File: src/rtl/vram_scan_reader.sv
`default_nettype none
// ============================================================================
// Module   : vram_scan_reader
// Function : Burst reader for the VRAM B port feeding a valid/ready FIFO.
// Revision : 1.0
// ============================================================================
module vram_scan_reader #(
    parameter int ADDR_DEPTH = 11,
    parameter int DATA_WIDTH = 8,
    parameter int CNT_WIDTH  = 8,
    parameter int FIFO_DEPTH = 4
) (
    input  logic                  clk_i,
    input  logic                  rst_ni,
    input  logic                  start_i,
    input  logic                  abort_i,
    input  logic [ADDR_DEPTH-1:0] base_i,
    input  logic [CNT_WIDTH-1:0]  count_i,
    output logic                  busy_o,
    output logic                  done_o,
    output logic [ADDR_DEPTH-1:0] ba_o,
    input  logic [DATA_WIDTH-1:0] bo_i,
    output logic [DATA_WIDTH-1:0] do_o,
    output logic                  dvalid_o,
    input  logic                  dready_i
);

    localparam int               PTR_W    = (FIFO_DEPTH > 1) ? $clog2(FIFO_DEPTH) : 1;
    localparam int               OCC_W    = PTR_W + 1;
    localparam logic [OCC_W-1:0] OCC_FULL = OCC_W'(FIFO_DEPTH);

    typedef enum logic [1:0] {
        S_IDLE   = 2'd0,
        S_FETCH  = 2'd1,
        S_DRAIN  = 2'd2,
        S_FINISH = 2'd3
    } state_t;

    state_t                  state_q;
    logic [ADDR_DEPTH-1:0]   ba_q;
    logic [CNT_WIDTH-1:0]    rem_q;
    logic                    tag_q;
    logic                    busy_q;
    logic                    done_q;

    logic [DATA_WIDTH-1:0]   mem_q [FIFO_DEPTH];
    logic [PTR_W-1:0]        wr_q;
    logic [PTR_W-1:0]        rd_q;
    logic [OCC_W-1:0]        occ_q;

    logic                    pop;
    logic                    push;
    logic                    issue;
    logic                    drained;
    logic [OCC_W-1:0]        committed;

    // Credit counts every FIFO slot already claimed: stored words plus the
    // read whose data is on BO this cycle. A same-cycle pop frees nothing yet.
    always_comb begin
        pop       = (occ_q != '0) && dready_i;
        push      = tag_q;
        committed = occ_q + OCC_W'(tag_q);
        issue     = (state_q == S_FETCH) && (rem_q != '0) &&
                    (committed < OCC_FULL) && !abort_i;
        drained   = !tag_q && (rem_q == '0) &&
                    ((occ_q == '0) || ((occ_q == OCC_W'(1)) && pop));
    end

    always_ff @(posedge clk_i or negedge rst_ni) begin
        if (!rst_ni) begin
            state_q <= S_IDLE;
            ba_q    <= '0;
            rem_q   <= '0;
            tag_q   <= 1'b0;
            busy_q  <= 1'b0;
            done_q  <= 1'b0;
        end else if (abort_i) begin
            state_q <= S_IDLE;
            rem_q   <= '0;
            tag_q   <= 1'b0;
            busy_q  <= 1'b0;
            done_q  <= 1'b0;
        end else begin
            tag_q  <= issue;
            done_q <= 1'b0;
            case (state_q)
                S_IDLE: begin
                    if (start_i) begin
                        busy_q <= 1'b1;
                        rem_q  <= count_i;
                        // Zero-length bursts pass through DRAIN, which is
                        // trivially satisfied, so DONE lands one cycle later.
                        if (count_i == '0) begin
                            state_q <= S_DRAIN;
                        end else begin
                            ba_q    <= base_i;
                            state_q <= S_FETCH;
                        end
                    end
                end
                S_FETCH: begin
                    if (issue) begin
                        ba_q  <= ba_q + ADDR_DEPTH'(1);
                        rem_q <= rem_q - CNT_WIDTH'(1);
                        if (rem_q == CNT_WIDTH'(1)) begin
                            state_q <= S_DRAIN;
                        end
                    end
                end
                S_DRAIN: begin
                    if (drained) begin
                        state_q <= S_FINISH;
                        done_q  <= 1'b1;
                        busy_q  <= 1'b0;
                    end
                end
                S_FINISH: begin
                    state_q <= S_IDLE;
                end
                default: begin
                    state_q <= S_IDLE;
                end
            endcase
        end
    end

    always_ff @(posedge clk_i or negedge rst_ni) begin
        if (!rst_ni) begin
            for (int i = 0; i < FIFO_DEPTH; i++) begin
                mem_q[i] <= '0;
            end
            wr_q  <= '0;
            rd_q  <= '0;
            occ_q <= '0;
        end else if (abort_i) begin
            wr_q  <= '0;
            rd_q  <= '0;
            occ_q <= '0;
        end else begin
            if (push) begin
                mem_q[wr_q] <= bo_i;
                wr_q        <= wr_q + PTR_W'(1);
            end
            if (pop) begin
                rd_q <= rd_q + PTR_W'(1);
            end
            occ_q <= occ_q + OCC_W'(push) - OCC_W'(pop);
        end
    end

    assign ba_o     = ba_q;
    assign busy_o   = busy_q;
    assign done_o   = done_q;
    assign do_o     = mem_q[rd_q];
    assign dvalid_o = (occ_q != '0);

endmodule
`default_nettype wire

File: config.mk
export PLATFORM = sky130hd
export DESIGN_NAME = vram_scan_reader
export DESIGN_NICKNAME = d
export VERILOG_FILES = /design/src/rtl/vram_scan_reader.sv
export SDC_FILE = /design/constraint.sdc
export NUM_CORES = 1
export LEC_CHECK = 0
export ABC_AREA = 1
export CORE_MARGIN = 2
export CORE_UTILIZATION = 50
export DETAILED_ROUTE_END_ITERATION = 10
export PLACE_DENSITY_LB_ADDON = 0.12
export SLEW_MARGIN = 5
export SYNTH_ARGS = -nofsm -noshare
export SYNTH_HDL_FRONTEND = slang
export SYNTH_SLANG_ARGS = --single-unit
File: constraint.sdc
create_clock -name clk_i -period 2.71 [get_ports clk_i]
set_input_delay 0.271 -clock clk_i [delete_from_list [all_inputs] [get_ports clk_i]]
set_output_delay 0.271 -clock clk_i [all_outputs]
set_load 0.005 [all_outputs]
Yosys cells after proc, flatten, opt, wreduce, memory -nomap -nowiden
Cells that the tools add are included.
{"block": "op_classes", "addsub": 6, "mux": 34, "n_eq_ne": 12, "magnitude_cmp": 4, "bitwise_logic": 3, "n_reduce_logical": 27}
{"cell": "8-bit 2-to-1 mux", "count": 6}
{"cell": "11-bit 2-to-1 mux", "count": 3}
{"cell": "32-bit bitwise mux", "count": 1}
{"cell": "11-bit case mux with 2 select lines", "count": 1}
{"cell": "2-bit 2-to-1 mux", "count": 10}
{"cell": "8-bit binary-select mux with 2-bit select", "count": 1}
{"cell": "8-bit demux with 2-bit select", "count": 1}
{"cell": "8-bit logical NOT", "count": 2}
{"cell": "8-bit case mux with 2 select lines", "count": 1}
{"cell": "11-bit by 1-bit adder with 11-bit output, second input constant", "count": 1}
{"cell": "3-bit != test, second input constant", "count": 3}
{"cell": "3-bit nonzero test", "count": 3}
{"cell": "8-bit by 1-bit equality test with 1-bit output, second input constant", "count": 1}
{"cell": "1-bit logical AND", "count": 8}
{"cell": "2-bit case mux with 4 select lines", "count": 1}
{"cell": "8-bit nonzero test", "count": 1}
{"cell": "8-bit by 1-bit subtractor with 8-bit output, second input constant", "count": 1}
{"cell": "1-bit 2-to-1 mux", "count": 7}
{"cell": "3-bit >= comparator, second input constant", "count": 2}
{"cell": "2-bit != test, second input constant", "count": 3}
{"cell": "2-bit inverter with 3-bit output", "count": 2}
{"cell": "3-bit AND reduction", "count": 2}
{"cell": "2-bit nonzero test", "count": 3}
{"cell": "5-bit AND reduction", "count": 1}
{"cell": "other kinds (18)", "count": 21}
{"block": "totals", "regBits": 63, "out_inout_bits": 22, "elab_cells": 99, "in_bits": 32}

Depth between registers and ports, before layout
Gate-level depths: netlist of run 1.
{"block": "depth", "word_depth": 8, "depth_mapped": 13, "mapped_depth_nobuf": 13}

Worst setup path before layout of run 1
Ideal clock, no wire load.
{"block": "synth_path", "path_kind": "register to register", "start": "register occ_q[0]", "end": "register ba_q[8], in the netlist ba_o[8]", "required_time_ns": 2.594, "n_path_buf": 1, "path_slack_ns": 1.157, "arrival_ns": 1.437, "stages_incl_launch_ff": 12, "period_less_slack_ns": 1.553, "setup_ns": 0.116, "path_cell_list": "dfrtp_1 -> ha_1 -> ha_1 -> nand2_1 -> nand2_1 -> nor2_4 -> nand3_2 -> nand2_1 -> nand2_2 -> buf_4 -> nand2_1 -> nand2_1"}
{"block": "synth_between", "elab_chain_len": 6}
{"element": "from (decl)", "line": "49", "rtl": "logic [OCC_W-1:0] occ_q;"}
{"element": "from (signal assigned)", "line": "147", "rtl": "occ_q <= occ_q + OCC_W'(push) - OCC_W'(pop);"}
{"element": "3-bit by 1-bit adder with 3-bit output", "line": "62", "rtl": "committed = occ_q + OCC_W'(tag_q);"}
{"element": "3-bit less-than comparator", "line": "64", "rtl": "(committed < OCC_FULL) && !abort_i;"}
{"element": "1-bit logical AND", "line": "63", "rtl": "issue = (state_q == S_FETCH) && (rem_q != '0) &&"}
{"element": "1-bit logical AND", "line": "64"}
{"element": "2-bit != test (no source line)"}
{"element": "5-bit AND reduction (no source line)"}
{"element": "to (signal assigned)", "line": "96", "rtl": "ba_q <= base_i;"}
{"element": "to (signal assigned)", "line": "103", "rtl": "ba_q <= ba_q + ADDR_DEPTH'(1);"}
{"element": "to (decl)", "line": "40", "rtl": "logic [ADDR_DEPTH-1:0] ba_q;"}
No other way between the ends.
A chain may end at the register's enable or synchronous reset.

Final worst setup path of run 1
{"block": "layout_path", "start": "register rd_q[1]", "end": "output do_o[6]"}
{"block": "layout_between", "elab_chain_len": 4}
{"element": "from (decl)", "line": "48", "rtl": "logic [PTR_W-1:0] rd_q;"}
{"element": "from (signal assigned)", "line": "145", "rtl": "rd_q <= rd_q + PTR_W'(1);"}
{"element": "2-bit inverter with 3-bit output (not written as such)", "line": "154", "rtl": "assign do_o = mem_q[rd_q];"}
{"element": "8-bit binary-select mux with 2-bit select", "line": "154"}
{"element": "8-bit 2-to-1 mux (not written as such) (2 in series)", "line": "154"}
{"element": "to (decl)", "line": "23", "rtl": "output logic [DATA_WIDTH-1:0] do_o,"}
No other way between the ends. The select of a mux whose other input is x is not followed.

==> results of run 1 <==
## flip-flops by register name (all words and copies together), names as in the netlist, 2 cells and up
| name | cells |
|---|---|
| mem_q | 32 |
| state_q | 2 |
| occ_q | 3 |
| rem_q | 8 |
| ba_o | 11 |
| wr_q | 2 |
| rd_q | 2 |
## cell type report
class | instances | area (µm²) | area share
multi-input combinational | 362 | 1750 | 0.396
sequential | 63 | 1580 | 0.357
timing repair buffer | 57 | 571 | 0.129
inverter | 46 | 173 | 0.0391
clock buffer | 11 | 151 | 0.0343
tap | 96 | 120 | 0.0272
clock inverter | 5 | 78.8 | 0.0178
## worst max-delay path by stage
stage	start	end	slack, ns	depth (start not counted)
finish	rd_q[1]	do_o[6]	0.44	4
global route	rd_q[1]	do_o[6]	0.37	4
CTS	rd_q[1]	do_o[6]	0.46	4
detailed placement	abort_i	ba_o[8]	0.65	8
global placement	abort_i	ba_o[10]	0.71	8
floorplan	occ_q[0]	ba_o[8]	1.16	11
## timing repair
action                                 CTS  global route
setup endpoints to repair                0             0
endpoints found under the hold margin   63             0
hold buffers                             1             0
gates resized for setup                  0             0
## metrics by stage
stage	cell area, µm²	worst slack, ns	hold WS (ns)
6_report	4420	0.438	0.457
5_1_grt	4420	0.369	0.503
4_1_cts	4420	0.462	0.478
3_5_place_dp	4180	0.651	0.310
3_3_place_gp	4180	0.709	0.311
2_1_floorplan	3590	1.16	-0.0246
## per-layer routing
metal	up-vias	share of wire	global-route usage
met5	-	0	0
met4	0	0.015	0.114
met3	10	0.049	0.0345
met2	74	0.44	0.341
met1	1469	0.49	0.319
li1	1644	-	-
## cells in the final DEF (no fill, tap or decap), drive strengths merged
master | Yosys | routed
nand2 | 180 | 180
dfrtp | 63 | 63
o21ai | 62 | 62
clkdlybuf4s50 | 0 | 52
nor2 | 51 | 51
inv | 46 | 47
nand3 | 26 | 26
ha | 15 | 15
clkbuf | 2 | 11
o22ai | 8 | 8
a21oi | 4 | 4
buf | 13 | 4
o21bai | 3 | 3
xnor2 | 2 | 2
nand4 | 2 | 2
or2 | 2 | 2
a21o | 2 | 2
bufinv | 0 | 2
clkinv | 0 | 2
a21boi | 2 | 2
nor3 | 1 | 1
a22o | 1 | 1
nand3b | 1 | 1
dlygate4sd3 | 0 | 1
## tightest hold or removal path: cells and delay by family
family,cells,cell delay [ns]
buffers and inverters,3,0.93
## kinds of logic (layout without fill, tap and decap cells)
kind of cell,count (synthesis),after routing
AND/OR/NAND/NOR,263,263
AO/OA/AOI/OAI,82,82
flip-flops,63,63
buffers and inverters,61,119
adder cells (fa/ha/maj),15,15
XOR/XNOR,2,2
## where the power goes
group | total, mW | switching (mW) | internal [mW]
logic | 1.99 | 1.10 | 0.890
clock network | 0.948 | 0.380 | 0.568
registers | 1.46 | 0.253 | 1.21
total | 4.40 | 1.73 | 2.66
==> metrics.md, run 1 <==
| Metric | Value |
|---|---|
| Area leader, netlist | `dfrtp_1` |
| Initial antenna violation count | `0` |
| # fillers | `616` |
| Final Net Count | `586` |
| Number of global-route vias before repair | `3003` |
| Post-route antenna net violation count | `0` |
| Largest net degree at the start of global routing | `between 60 and 70` |
| Residual DRC count | `0` |
| Count leader, synth | `nand2_1` |
| Max VDD drop | `0.539 mV` |
| Syn nets | `533` |
| Row count | `30` |
| Max_cap viols | `0` |
| Fraction of registers with async set or reset after synthesis | `1.00` |
| Iteration-0 DRC Markers | `169` |
| PortBufs | `53` |
| Top cells by count, synth | `nand2_1 (174), dfrtp_1 (63), o21ai_0 (61)` |
| Post-synth EDFFs | `0` |
| Post-synthesis simple-gate area fraction | `0.307` |
| First-pass iteration count of the detailed router | `4` |
| Overall Power | `4.40 mW` |
| P_leak | `2.25 nW` |
| Final Slew Violations | `0` |
| Fmax | `0.440 GHz` |
| CP max-delay cell | `clkdlybuf4s50_1` |
| Core Box Area | `0.00687 mm²` |
| Unique masters post-synth | `30` |
| First-pass GRT wire length | `13700 µm` |
| Die height | `88.7 µm` |
| DP HPWL | `5620 µm` |
| Crit path required time | `2.44 ns` |
| Hold Crit Class | `input pin to asynchronous set/reset pin` |
| DR vias | `around 3200` |
| Antenna fix cells | `0` |
| Synth warnings | `0` |
| Chip width | `88.7 µm` |
| Post-route non-filler standard cell count | `640` |
| Initial core utilization | `0.522` |
| Final min period | `2.27 ns` |
| Outcome | `finished clean` |
| CP arrival | `2.00 ns` |
| Syn_area_per_cell | `7.38 µm²` |
| Drt wl/cell | `12.6 µm` |
| Die ar. | `0.00787 mm²` |
| Critical path class | `register to output pin` |
| Largest family of logic cells by synthesized area | `simple AND/OR/NAND/NOR gates` |
| Final Setup Violations | `0` |
| Slew Limit Headroom | `0.666` |
| Layout cell share with drive strength beyond 1 | `0.0754` |
| Largest cells by area after synthesis | `dfrtp_1 (44%), nand2_1 (18%), o21ai_0 (8.5%)` |
| Fin Setup TNS | `0 ns` |
| Mux cell area share after synthesis | `0` |
| Synth Area in Adders | `0.0523` |
| Crit-path max cell delay | `0.54 ns` |
| CTS buffer count | `9` |
| Root Buffer | `clkbuf_8` |
| Drt total wl | `8100 µm` |
| Final hold vios | `0` |
| Gp weighted congestion | `roughly 0.85` |
| Clk slew on worst S/H paths | `0.07 ns` |
| Number of clock sinks | `63` |
| Flop2flop setup slack | `a little under 0.7 ns` |
| Final core utilization | `0.643` |
| CTS Buffer Depth | `2` |
| Startpoint type of the worst setup path | `register` |
| Overflow left after global routing | `0` |
| # Post-CTS Setup Buffers | `0` |
| Main flop type after synthesis | `dfrtp_1` |
| H-Tree Depth | `3` |
| Vias/cell | `around 5` |
| Max FO, Critical Path | `10` |
| RSZ-0062 raised after global routing | `false` |
| Layout area overhead | `23.2%` |
| Number of instances in the placed design | `623` |
| R2R depth | `10` |
| Least-Margin Pin Slew | `roughly 0.50 ns` |
| Worst reg2reg endpoint | `ba_o[8]` |
| Synth top area share | `0.439` |
| Cells after Synth | `486` |
| R2r startpoint | `state_q[1]` |
| Mapped Area | `roughly 0.0036 mm²` |
| Synth Area in Compound Gates | `0.123` |
| Worst path top cell family by delay | `buffers and inverters` |
| Final period util | `0.839` |
| CTS tree | `done` |
| Cell Chain, Critical Path | `inv_1 > o21ai_0 > o22ai_1 > clkdlybuf4s50_1` |
| Number of synthesized register bits | `between 60 and 70` |
| Worst path bufs/invs | `2` |
| Register area share after synthesis | `0.439` |
| GRT Total Usage | `0.227` |
| Cell Pwr Density | `roughly 1000 mW/mm²` |
| I/O pin cnt | `54` |
| Clock Latency Late Sink | `roughly 0.34 ns` |
| Crit. End Element | `output pin` |
| XOR/XNOR Fraction of Synth Area | `0.00488` |
| Final setup skew | `0.00497 ns` |
Note: power is estimated with default switching activity, not from simulation.
==> run 2: changes to the inputs <==
==> constraint.sdc (replaced) <==
create_clock -name clk_i -period 2.15 [get_ports clk_i]
set_input_delay 0.215 -clock clk_i [delete_from_list [all_inputs] [get_ports clk_i]]
set_output_delay 0.215 -clock clk_i [all_outputs]
set_load 0.005 [all_outputs]
==> metrics.md, run 2 (synthesis gave the netlist of run 1 again) <==
| Metric | Value |
|---|---|
| Outcome | `finished clean` |
| Antenna fix cells | `0 (unchanged)` |
| Critical path class | `register to output pin` |
| Critical path startpoint | `rd_q[0]` |
| CTS Buffer Depth | `2 (unchanged)` |
| Root Buffer | `clkbuf_8` |
| Fin area | `0.00442 mm² (about the same)` |
| Final period util | `0.975` |
| Crit path required time | `1.93 ns (-0.51 ns)` |
| H-Tree Depth | `3 (unchanged)` |
| Drt total wl | `8270 µm (+2.2%)` |
| Clk slew on worst S/H paths | `0.08 ns (about the same)` |
| # fillers | `611 (-0.81%)` |
| Die height | `88.7 µm (unchanged)` |
| Final Setup Violations | `0 (unchanged)` |
| Final min period | `2.10 ns` |
| Clock Latency Late Sink | `0.35 ns (about the same)` |
| Final Net Count | `594 (+1.4%)` |
| Fin Setup TNS | `0 ns (unchanged)` |
| Residual DRC count | `0 (unchanged)` |
| Fmax | `0.477 GHz` |
| Final setup skew | `0.0109 ns (+0.00592 ns)` |
| Max reg flops | `32 (unchanged)` |
| Cell Pwr Density | `1210 mW/mm² (+22%)` |
| I/O pin cnt | `54 (unchanged)` |
| Number of global-route vias before repair | `3063 (+2.0%)` |
| DP HPWL | `5800 µm (+3.3%)` |
| Top reg by flops | `mem_q` |
| Max FO, Critical Path | `19 (+9)` |
| P_leak | `2.24 nW (-0.33%)` |
| Initial core utilization | `0.522 (unchanged)` |
| Core Box Area | `0.00687 mm² (unchanged)` |
| Layout area overhead | `23.3% (about the same)` |
| Startpoint type of the worst setup path | `register` |
| First-pass iteration count of the detailed router | `4 (unchanged)` |
| Post-route antenna net violation count | `0 (unchanged)` |
| Least-Margin Pin Slew | `0.486 ns (-0.0132 ns)` |
| Row count | `30 (unchanged)` |
| RSZ-0062 raised after global routing | `false` |
| Initial antenna violation count | `0 (unchanged)` |
| Chip width | `88.7 µm (unchanged)` |
| Gp weighted congestion | `0.862 (+0.97%)` |
| Overflow left after global routing | `0 (unchanged)` |
| Placed cell area | `0.00422 mm² (+0.96%)` |
| GRT Total Usage | `0.227 (+0.000374)` |
| Largest net degree at the start of global routing | `33 (-48%)` |
| Most frequent cells in the layout | `nand2_1 (174), dfrtp_1 (62), o21ai_0 (61)` |
| First-pass GRT wire length | `13800 µm (+0.61%)` |
| Final hold vios | `0 (unchanged)` |
| Slew Limit Headroom | `0.675 (+0.00884)` |
| Hold Crit Class | `input pin to asynchronous set/reset pin` |
| Max VDD drop | `0.702 mV (+30%)` |
| Iteration-0 DRC Markers | `159 (-5.9%)` |
| Post-route non-filler standard cell count | `648 (+1.3%)` |
| PortBufs | `53 (unchanged)` |
| R2r startpoint | `push` |
| Layout cell share with drive strength beyond 1 | `0.0924 (+0.0170)` |
| Reg area | `0.00158 mm² (about the same)` |
| Drt wl/cell | `12.8 µm (+0.94%)` |
| Number of instances in the placed design | `630 (+1.1%)` |
| Number of clock sinks | `63 (unchanged)` |
| Final Slew Violations | `0 (unchanged)` |
| Multi-input logic area | `0.00175 mm² (unchanged)` |
| Commonest non-fill, non-tap cell in the layout | `nand2_1` |
| Crit. End Element | `output pin` |
| Max_cap viols | `0 (unchanged)` |
| CTS buffer count | `9 (unchanged)` |
| # Post-CTS Setup Buffers | `0 (unchanged)` |
| CTS tree | `done` |
| CP arrival | `1.88 ns (-0.12 ns)` |
| DR vias | `3244 (+1.5%)` |
| Die ar. | `0.00787 mm² (unchanged)` |
| Vias/cell | `5.01 (+0.22%)` |
[run 2: cell types whose count changed in the layout (fill, tap and decap cells not counted), sizes merged]
cell	previous run	this run
buf	4	11
clkinvlp	0	4
bufinv	2	0
inv	47	45
clkinv	2	3
[run 2: routing by layer]
metal	vias up	track usage	part of all wire
met1	1484	0.316	0.48
met5	-	0	0
met2	83	0.355	0.45
li1	1664	-	-
met4	0	0.0868	0.016
met3	13	0.0401	0.049
[run 2: repair_timing]
| item | in CTS | in global routing |
|---|---|---|
| hold buffers | 1 | 0 |
| resized for setup | 2 | 4 |
| hold endpoints to repair | 63 | 0 |
| cloned | 0 | 1 |
| setup endpoints to repair | 8 | 3 |
[run 2: final timing paths]
kind                            endpoint  slack (ns)  depth (start not counted)
worst max register to register   ba_o[1]        0.39                         11
min in group clk_i              rem_q[1]        0.48                          2
max in group asynchronous        rd_q[0]        1.41                          3
worst min register to register  rem_q[1]        0.48                          2
worst min-delay path            mem_q[0]        0.42                          3
worst max-delay path             do_o[7]        0.05                          4
[run 2: critical path: stages, from the launching register on]
cell	delay, ns
dfrtp_2	0.44
buf_6	0.20
o21ai_0	0.10
o22ai_1	0.23
clkdlybuf4s50_1	0.55
[run 2: final cells by class]
cell class | instances | share of cell area
Clock buffer | 11 | 0.0320
Inverter | 46 | 0.0405
Timing Repair inverter | 1 | 0.00170
Timing Repair Buffer | 64 | 0.139
Multi-Input combinational cell | 362 | 0.395
Clock inverter | 5 | 0.00764
Sequential cell | 63 | 0.357
Tap cell | 96 | 0.0272
[run 2: power by group]
group / switching, mW / internal, mW / total (mW)
Sequential: 0.321 / 1.52 / 1.84
Combinational: 1.41 / 1.17 / 2.58
Clock: 0.497 / 0.448 / 0.944
Total: 2.23 / 3.14 / 5.37
[run 2: stage by stage]
stage / utilization / setup WS, ns / hold WS, ns / power [mW]
floorplan: - / 0.597 / -0.0806 / 3.46
global placement: 0.614 / 0.301 / 0.276 / 4.34
detailed placement: 0.614 / 0.237 / 0.277 / 4.41
CTS: 0.642 / 0.0482 / 0.429 / 5.37
global route: 0.644 / 0.0196 / 0.491 / 5.86
finish: 0.644 / 0.0537 / 0.420 / 5.37
